$ cat src/rtl/player_motion_ctrl.sv
// Per-frame player 1 motion: walk left/right and a gravity jump FSM stepped on each vsync rising edge.
// Optional build macro PLAYER_DOUBLE_JUMP_EN enables a single mid-air re-jump per airtime.
module player_motion_ctrl #(
  parameter logic [9:0] X_INIT    = 10'd320,
  parameter logic [9:0] Y_GROUND  = 10'd400,
  parameter logic [9:0] X_MIN     = 10'd0,
  parameter logic [9:0] X_MAX     = 10'd639,
  parameter logic [9:0] SPRITE_W  = 10'd16,
  parameter logic [9:0] STEP      = 10'd2,
  parameter logic [5:0] JUMP_V    = 6'd12,
  parameter logic [7:0] KEY_LEFT  = 8'h04,
  parameter logic [7:0] KEY_RIGHT = 8'h07,
  parameter logic [7:0] KEY_JUMP  = 8'h1A
) (
  input  logic        clk_clk,
  input  logic        reset_reset,
  input  logic [31:0] keycode,
  input  logic        frame_vs,
  output logic [9:0]  pos_x,
  output logic [9:0]  pos_y,
  output logic        in_air,
  output logic        facing_left,
  output logic        frame_tick
);

  typedef enum logic [1:0] {
    ST_GROUND = 2'd0,
    ST_AIR    = 2'd1,
    ST_LAND   = 2'd2
  } state_t;

  localparam logic signed [10:0] X_LO    = $signed({1'b0, X_MIN});
  localparam logic signed [10:0] X_HI    = $signed({1'b0, X_MAX - SPRITE_W + 10'd1});
  localparam logic signed [10:0] Y_GND   = $signed({1'b0, Y_GROUND});
  localparam logic signed [10:0] X_STEP  = $signed({1'b0, STEP});
  localparam logic signed [5:0]  VY_JUMP = $signed(JUMP_V);
  localparam logic signed [5:0]  VY_TERM = -$signed(JUMP_V);

  // An empty slot (8'h00) must never match, even if a key code parameter were zero.
  function automatic logic key_hit(input logic [31:0] kc, input logic [7:0] code);
    key_hit = (code != 8'h00) &&
              ((kc[7:0] == code) || (kc[15:8] == code) ||
               (kc[23:16] == code) || (kc[31:24] == code));
  endfunction

  state_t             state_r, state_n;
  logic               vs_d_r;
  logic               tick_s;
  logic [9:0]         pos_x_r, pos_x_n;
  logic [9:0]         pos_y_r, pos_y_n;
  logic signed [5:0]  vy_r, vy_n;
  logic               face_r, face_n;
  logic               in_air_r;
  logic               frame_tick_r;
  logic               key_l_s, key_r_s, key_j_s;
  logic signed [10:0] x_dec_s, x_inc_s, y_next_s;
  logic signed [5:0]  vy_dec_s, vy_fall_s;
`ifdef PLAYER_DOUBLE_JUMP_EN
  logic               j_prev_r, j_prev_n;
  logic               dj_used_r, dj_used_n;
`endif

  assign tick_s    = frame_vs & ~vs_d_r;
  assign key_l_s   = key_hit(keycode, KEY_LEFT);
  assign key_r_s   = key_hit(keycode, KEY_RIGHT);
  assign key_j_s   = key_hit(keycode, KEY_JUMP);
  assign x_dec_s   = $signed({1'b0, pos_x_r}) - X_STEP;
  assign x_inc_s   = $signed({1'b0, pos_x_r}) + X_STEP;
  assign y_next_s  = $signed({1'b0, pos_y_r}) - $signed({{5{vy_r[5]}}, vy_r});
  assign vy_dec_s  = vy_r - 6'sd1;
  assign vy_fall_s = (vy_dec_s < VY_TERM) ? VY_TERM : vy_dec_s;

  // Next-state, position and velocity; everything holds between ticks.
  always_comb begin
    state_n = state_r;
    pos_x_n = pos_x_r;
    pos_y_n = pos_y_r;
    vy_n    = vy_r;
    face_n  = face_r;
`ifdef PLAYER_DOUBLE_JUMP_EN
    j_prev_n  = j_prev_r;
    dj_used_n = dj_used_r;
`endif
    if (tick_s) begin
      if (key_l_s && !key_r_s) begin
        pos_x_n = (x_dec_s < X_LO) ? X_LO[9:0] : x_dec_s[9:0];
        face_n  = 1'b1;
      end else if (key_r_s && !key_l_s) begin
        pos_x_n = (x_inc_s > X_HI) ? X_HI[9:0] : x_inc_s[9:0];
        face_n  = 1'b0;
      end else begin
        pos_x_n = pos_x_r;
        face_n  = face_r;
      end

      case (state_r)
        ST_GROUND: begin
          if (key_j_s) begin
            vy_n    = VY_JUMP;
            state_n = ST_AIR;
          end else begin
            state_n = ST_GROUND;
          end
        end
        ST_AIR: begin
          if (y_next_s < 11'sd0) begin
            pos_y_n = 10'd0;
            vy_n    = 6'sd0;
          end else if (y_next_s >= Y_GND) begin
            pos_y_n = Y_GROUND;
            vy_n    = 6'sd0;
            state_n = ST_LAND;
          end else begin
            pos_y_n = y_next_s[9:0];
            vy_n    = vy_fall_s;
          end
        end
        ST_LAND: begin
          if (!key_j_s) begin
            state_n = ST_GROUND;
          end else begin
            state_n = ST_LAND;
          end
        end
        default: begin
          state_n = ST_GROUND;
          vy_n    = 6'sd0;
        end
      endcase

`ifdef PLAYER_DOUBLE_JUMP_EN
      // Re-jump needs a fresh press; position already moved with the old velocity.
      j_prev_n = key_j_s;
      if ((state_r == ST_AIR) && (state_n == ST_AIR) && key_j_s && !j_prev_r && !dj_used_r) begin
        vy_n      = VY_JUMP;
        dj_used_n = 1'b1;
      end else if (state_n == ST_GROUND) begin
        dj_used_n = 1'b0;
      end else begin
        dj_used_n = dj_used_r;
      end
`endif
    end else begin
      state_n = state_r;
    end
  end

  // State, position and output registers with asynchronous reset.
  always_ff @(posedge clk_clk or posedge reset_reset) begin
    if (reset_reset) begin
      state_r      <= ST_GROUND;
      vs_d_r       <= 1'b0;
      pos_x_r      <= X_INIT;
      pos_y_r      <= Y_GROUND;
      vy_r         <= 6'sd0;
      face_r       <= 1'b0;
      in_air_r     <= 1'b0;
      frame_tick_r <= 1'b0;
`ifdef PLAYER_DOUBLE_JUMP_EN
      j_prev_r     <= 1'b0;
      dj_used_r    <= 1'b0;
`endif
    end else begin
      state_r      <= state_n;
      vs_d_r       <= frame_vs;
      pos_x_r      <= pos_x_n;
      pos_y_r      <= pos_y_n;
      vy_r         <= vy_n;
      face_r       <= face_n;
      in_air_r     <= (state_n == ST_AIR);
      frame_tick_r <= tick_s;
`ifdef PLAYER_DOUBLE_JUMP_EN
      j_prev_r     <= j_prev_n;
      dj_used_r    <= dj_used_n;
`endif
    end
  end

  assign pos_x       = pos_x_r;
  assign pos_y       = pos_y_r;
  assign in_air      = in_air_r;
  assign facing_left = face_r;
  assign frame_tick  = frame_tick_r;

endmodule

$ cat config.mk
export PLATFORM = sky130hd
export DESIGN_NAME = player_motion_ctrl
export DESIGN_NICKNAME = d
export VERILOG_FILES = /design/src/rtl/player_motion_ctrl.sv
export SDC_FILE = /design/constraint.sdc
export NUM_CORES = 1
export LEC_CHECK = 0
export CORE_UTILIZATION = 30
export DETAILED_ROUTE_END_ITERATION = 7
export GPL_TIMING_DRIVEN = 1
export SYNTH_ARGS = -nofsm -noshare
export SYNTH_HDL_FRONTEND = slang
export SYNTH_SLANG_ARGS = --single-unit
$ cat constraint.sdc
create_clock -name clk_clk -period 3.34 [get_ports clk_clk]
set_input_delay 0.668 -clock clk_clk [delete_from_list [all_inputs] [get_ports clk_clk]]
set_output_delay 0.668 -clock clk_clk [all_outputs]
set_load 0.01 [all_outputs]
# ---- Word level (Yosys, flattened, before mapping)
# Cells that the tools add are included.
dict set report classes {
  addsub 4
  mul 0
  n_div 0
  order_cmp 5
  eq_ne 16
  shifts 0
  muxes 19
  bitwise 3
  reduce_logical 18
}
# cell n
set op_table {}
lappend op_table {{$eq A8 B3 Y1 const B} 8}
lappend op_table {{$mux W10} 6}
lappend op_table {{$eq A8 B5 Y1 const B} 4}
lappend op_table {{$mux W6} 4}
lappend op_table {{$lt A11 B1 Y1 const B} 2}
lappend op_table {{$pmux W6 S3} 1}
lappend op_table {{$add A10 B2 Y11 const B} 1}
lappend op_table {{$ge A11 B10 Y1 const B} 1}
lappend op_table {{$gt A11 B11 Y1 const B} 1}
lappend op_table {{$sub A10 B2 Y11 const B} 1}
lappend op_table {{$sub A11 B6 Y11} 1}
lappend op_table {{$logic_or A1 B1 Y1} 9}
lappend op_table {{$mux W2} 4}
lappend op_table {{$lt A6 B5 Y1 const B} 1}
lappend op_table {{$pmux W2 S3} 1}
lappend op_table {{$sub A6 B2 Y6 const B} 1}
lappend op_table {{$eq A2 B1 Y1 const B} 2}
lappend op_table {{$reduce_and A2 Y1} 2}
lappend op_table {{$mux W1} 3}
lappend op_table {{$reduce_and A3 Y1} 1}
lappend op_table {{$eq A2 B2 Y1 const B} 1}
lappend op_table {{$logic_and A1 B1 Y1} 2}
lappend op_table {{$logic_not A1 Y1} 2}
lappend op_table {{$logic_not A2 Y1} 1}
lappend op_table {{other kinds (4)} 5}
dict set report word_totals {
  regBits 32
  latchBits 0
  mem_bits_rw 0
  mem_bits_ro 0
  inputBits 35
  output_inout_bits 23
  wordCells 73
  n_memories 0
}

# ---- Depth between registers and ports, before layout
dict set report depth {
  depth_word 8
  mapped_depth 11
  mapped_depth_nobuf 11
}

# ---- Worst setup path after synthesis
# No wires, ideal clock.
dict set report synth_timing {
  kind {register -> register}
  from {register vy_r[5]}
  to {register vy_r[3]}
  setup_ns 0.092
  arrival_ns 2.582
  t_required_ns 3.248
  setup_slack_ns 0.666
  stages_incl_launch_ff 11
  n_path_buf 1
  period_less_slack_ns 2.674
  path_cell_list {dfrtp_1 clkbuf_1 inv_1 ha_1 and3_1 a221oi_4 xor2_2 o211ai_2 a32oi_4 nand4_4 o31ai_2}
}
dict set report synth_via {
  elab_chain_len 6
  elab_cells_between_ends 9
  cone_classes {add/sub: 2; order compare: 3; mux: 4}
}
# element line_no
set synth_lines {}
lappend synth_lines {{start: declaration} 51} ;# logic signed [5:0] vy_r, vy_n;
lappend synth_lines {{start signal: assignment} 168} ;# vy_r <= vy_n;
lappend synth_lines {{parallel branches: the longest is 4 deep, another holds $sub A11 B6 Y11} --}
lappend synth_lines {{$mux W6 *} 106} ;# if (y_next_s < 11'sd0) begin
lappend synth_lines {{$pmux W6 S3 *} 96} ;# case (state_r)
# Every way passes the cells marked *.
# A chain may end at the register's enable or synchronous reset.

# ---- Final worst setup path
dict set report layout_timing {
  from {register vy_r[4]}
  to {register pos_y_r[2] (netlist: pos_y[2])}
}
dict set report layout_via {
  elab_chain_len 4
  elab_cells_between_ends 5
  cone_classes {add/sub: 1; order compare: 2; mux: 2}
}
# element line_no
set layout_lines {}
lappend layout_lines {{$sub A11 B6 Y11 *} 69} ;# assign y_next_s = $signed({1'b0, pos_y_r}) - $signed({{5{vy_r[5]}}, vy_r});
lappend layout_lines {{$ge A11 B10 Y1} 109} ;# end else if (y_next_s >= Y_GND) begin
lappend layout_lines {{$mux W10} 109}
lappend layout_lines {{$mux W10 *} 106}
lappend layout_lines {{end signal: assignment} 167} ;# pos_y_r <= pos_y_n;
lappend layout_lines {{end: declaration} 50} ;# logic [9:0] pos_y_r, pos_y_n;
# Every way passes the cells marked *; elsewhere a longest branch is shown, timed or not.

==> metrics.md <==
| Metric | Value |
|---|---|
| Slowest CP cell | `dfrtp_1` |
| CP delay by family, top | `compound AO/OA/AOI/OAI gates` |
| Vias/cell | `5.29` |
| Most common cell in the netlist | `nand2_1` |
| Die Area | `9300 um2` |
| Worst path cell trace | `inv_1 -> ha_1 -> a21o_4 -> a31oi_1 -> a211oi_1 -> or3_1 -> a32oi_4 -> nand2_1 -> o31ai_1` |
| CTS Hold Bufs | `0` |
| Post-Synth Simple-Gate Area | `25.9%` |
| Layout Nets | `442` |
| Synth top cells by count | `40 x nand2_1, 29 x o21ai_0, 26 x dfrtp_1` |
| VDD IR max | `0.719 mV` |
| Min Tclk post-route | `2980 ps` |
| GPL Wtd Cong | `0.907` |
| Clock sink count | `31` |
| Die H | `96.4 um` |
| Clk pin slew, worst setup/hold paths | `70 ps` |
| Setup ws final | `356 ps` |
| PortBufs | `56` |
| H-tree depth | `2` |
| Max incr delay on CP | `460 ps` |
| Via count | `2644` |
| Buf/Inv on CP | `1` |
| Post-synth top area share | `24.3%` |
| CTS tree | `done` |
| Pint | `1.59 mW` |
| Core Util, Final | `39.8%` |
| Vias in the first global route | `2533` |
| Synth-to-Final Area Change | `29.1%` |
| Largest cells by area after synthesis | `dfrtp_1 24%, ha_1 7.0%, nand2_1 5.6%, o21ai_0 5.4%, dfstp_2 4.9%` |
| Largest family of logic cells by synthesized area | `compound AO/OA/AOI/OAI gates` |
| Clk pwr share | `11.1%` |
| Warnings from Yosys | `0` |
| Pre-CTS setup slack | `195 ps` |
| CP max FO | `8` |
| Max_cap viols | `0` |
| Io pins | `58` |
| Slew Limit Headroom | `60.2%` |
| Async set or reset register ratio after synthesis | `100%` |
| Status | `completed` |
| Share of cells above drive strength 1 | `8.16%` |
| Grt ovf | `0` |
| Post-cts resize count | `0` |
| First-pass GRT wire length | `11700 um` |
| DRT Pass-1 Iters | `4` |
| Sequential share of power | `20.7%` |
| Chip Width | `96.4 um` |
| Max Slew Vio Count | `0` |
| XOR/XNOR share of the synthesized area | `4.82%` |
| Row count | `34` |
| GRT Overall Usage | `16.2%` |
| Worst endpoint required time | `3530 ps` |
| Post-Synthesis Cells | `336` |
| Hold Crit Class | `reg -> reg` |
| Synth Flop Type | `dfrtp_1` |
| DR iter-0 viols | `101` |
| Wire length per cell | `14.0 um` |
| Logic pwr share | `68.2%` |
| EDFF count, synth | `0` |
| RSZ-0062 raised after global routing | `no` |
| Core area | `8680 um2` |
| Setup TNS | `0 ps` |
| Setup violators final | `0` |
| Initial Utilization | `30.8%` |
| Synth area leader | `dfrtp_1` |
| Post-synth cell types | `64` |
| CTS buffer count | `5` |
| Final Hold Vio Count | `0` |
| CTS root buf | `clkbuf_8` |
| Pwr dens | `874 nW/um2` |
| Clock skew | `6.63 ps` |
| Clock Latency Late Sink | `290 ps` |
| # DRC | `0` |
| Post-DP Area | `3350 um2` |
| # fillers | `913` |
| Seq/Total Area, Yosys | `29.2%` |
| WHS | `485 ps` |
| Kind of critical path | `reg -> reg` |
| Adder-cell area share of the yosys netlist | `7.76%` |
| Maximum clock path buffer count | `2` |
| Number of synthesized register bits | `31` |
| Post-Synthesis Net Count | `387` |
| Detailed Route WL | `6990 um` |
| Lkg Pwr | `1.35 nW` |
| Fin crit share | `89.3%` |
| Synthesized cell area | `2680 um2` |
| NetSw | `1.43 mW` |
| Syn avg cell area | `7.96 um2` |
| DP Wirelength | `5480 um` |
| Final ANT Viol Nets | `0` |
| Max Freq | `335 MHz` |
| Worst-Margin Slew | `596 ps` |
| Finished Cell Area | `3450 um2` |
| Multiplexer area fraction after synthesis | `0%` |
| Worst Path Arrival | `3170 ps` |
| # Post-CTS Setup Buffers | `0` |
| Switching Share | `47.4%` |
| Maximum number of pins on one net before global-route repair | `19` |
| # diodes | `0` |
| CP startpoint kind | `flip-flop` |
| Critical Path Sink Type | `flip-flop` |
| Initial antenna violation count | `0` |
| Compound-cell area share of the yosys netlist | `26.8%` |
-- sequential cells by signal (all words and copies together) (netlist names) --
signal,count
frame_tick,1
vs_d_r,1
in_air,1
vy_r,6
state_r,2
pos_y,10
facing_left,1
pos_x,9
-- tightest hold or removal path, stage by stage, from the launching register on --
cell,delay [ps]
dfrtp_1,340
nand2_1,50
o21ai_0,60
-- logic make-up after synthesis --
logic type      after synthesis
other cells                   1
compound gates              102
fa+ha+maj                    16
xor+xnor                     13
flops                        31
buf+inv                      35
simple gates                138
-- area by class of cell --
cell class	count	area (um2)	area share, %
Clock buffer	8	100	2.90
Multi-Input combinational cell	270	1750	50.6
Inverter	20	75.1	2.17
Sequential cell	31	782	22.6
Timing Repair Buffer	63	613	17.7
Tap cell	108	135	3.91
-- stage by stage --
step                      power, mW  cells
final                          3.02    500
after global routing           3.30    500
after CTS                      3.04    500
after detailed placement       2.70    492
after global placement         2.68    492
after floorplan                2.19    336
-- placed cells by master, fill, tap and decap left out, drive strengths merged, types with 3 or more instances in the layout --
cell and count:
a21o 3, a21oi 18, a22oi 3, a31oi 4
and2 3, and3 3, buf 7, clkbuf 8
clkdlybuf4s50 56, dfrtp 26, dfstp 5, ha 15
inv 19, nand2 40, nand2b 6, nand3 13
nand4 8, nor2 25, nor2b 3, nor3 20
nor3b 5, o211ai 5, o21ai 33, o22ai 7
o2bb2ai 3, o31ai 5, or3 3, xnor2 8
xor2 5
-- layer usage --
layer	global-route usage, %	vias to the layer above	wire [um]
met1	20.4	1236	3170
li1	-	1345	-
met3	2.90	7	278
met2	28.4	56	3460
met5	0	-	0
met4	4.66	0	82
-- path summary, 6_finish.rpt --
check / start / end / slack [ps] / cells past startpoint
max in group asynchronous: reset_reset / pos_x[6]$_DFFE_PP1P_ / 1940 / 3
worst min register to register: facing_left$_DFFE_PP0P_ / facing_left$_DFFE_PP0P_ / 480 / 2
worst max register to register: vy_r[4]$_DFFE_PP0P_ / pos_y[2]$_DFFE_PP0P_ / 360 / 9
worst min-delay path: facing_left$_DFFE_PP0P_ / facing_left$_DFFE_PP0P_ / 480 / 2
worst max-delay path: vy_r[4]$_DFFE_PP0P_ / pos_y[2]$_DFFE_PP0P_ / 360 / 9
min in group asynchronous: reset_reset / pos_x[1]$_DFFE_PP0P_ / 750 / 2
-- power by group through the flow --
stage | combinational, mW | sequential (mW) | clock, mW
final | 2.06 | 0.624 | 0.335
after detailed placement | 2.07 | 0.625 | 0
after global placement | 2.05 | 0.626 | 0
after floorplan | 1.60 | 0.597 | 0
after CTS | 2.08 | 0.622 | 0.343
after global routing | 2.30 | 0.645 | 0.355
Note: power is estimated with default switching activity, not from simulation.
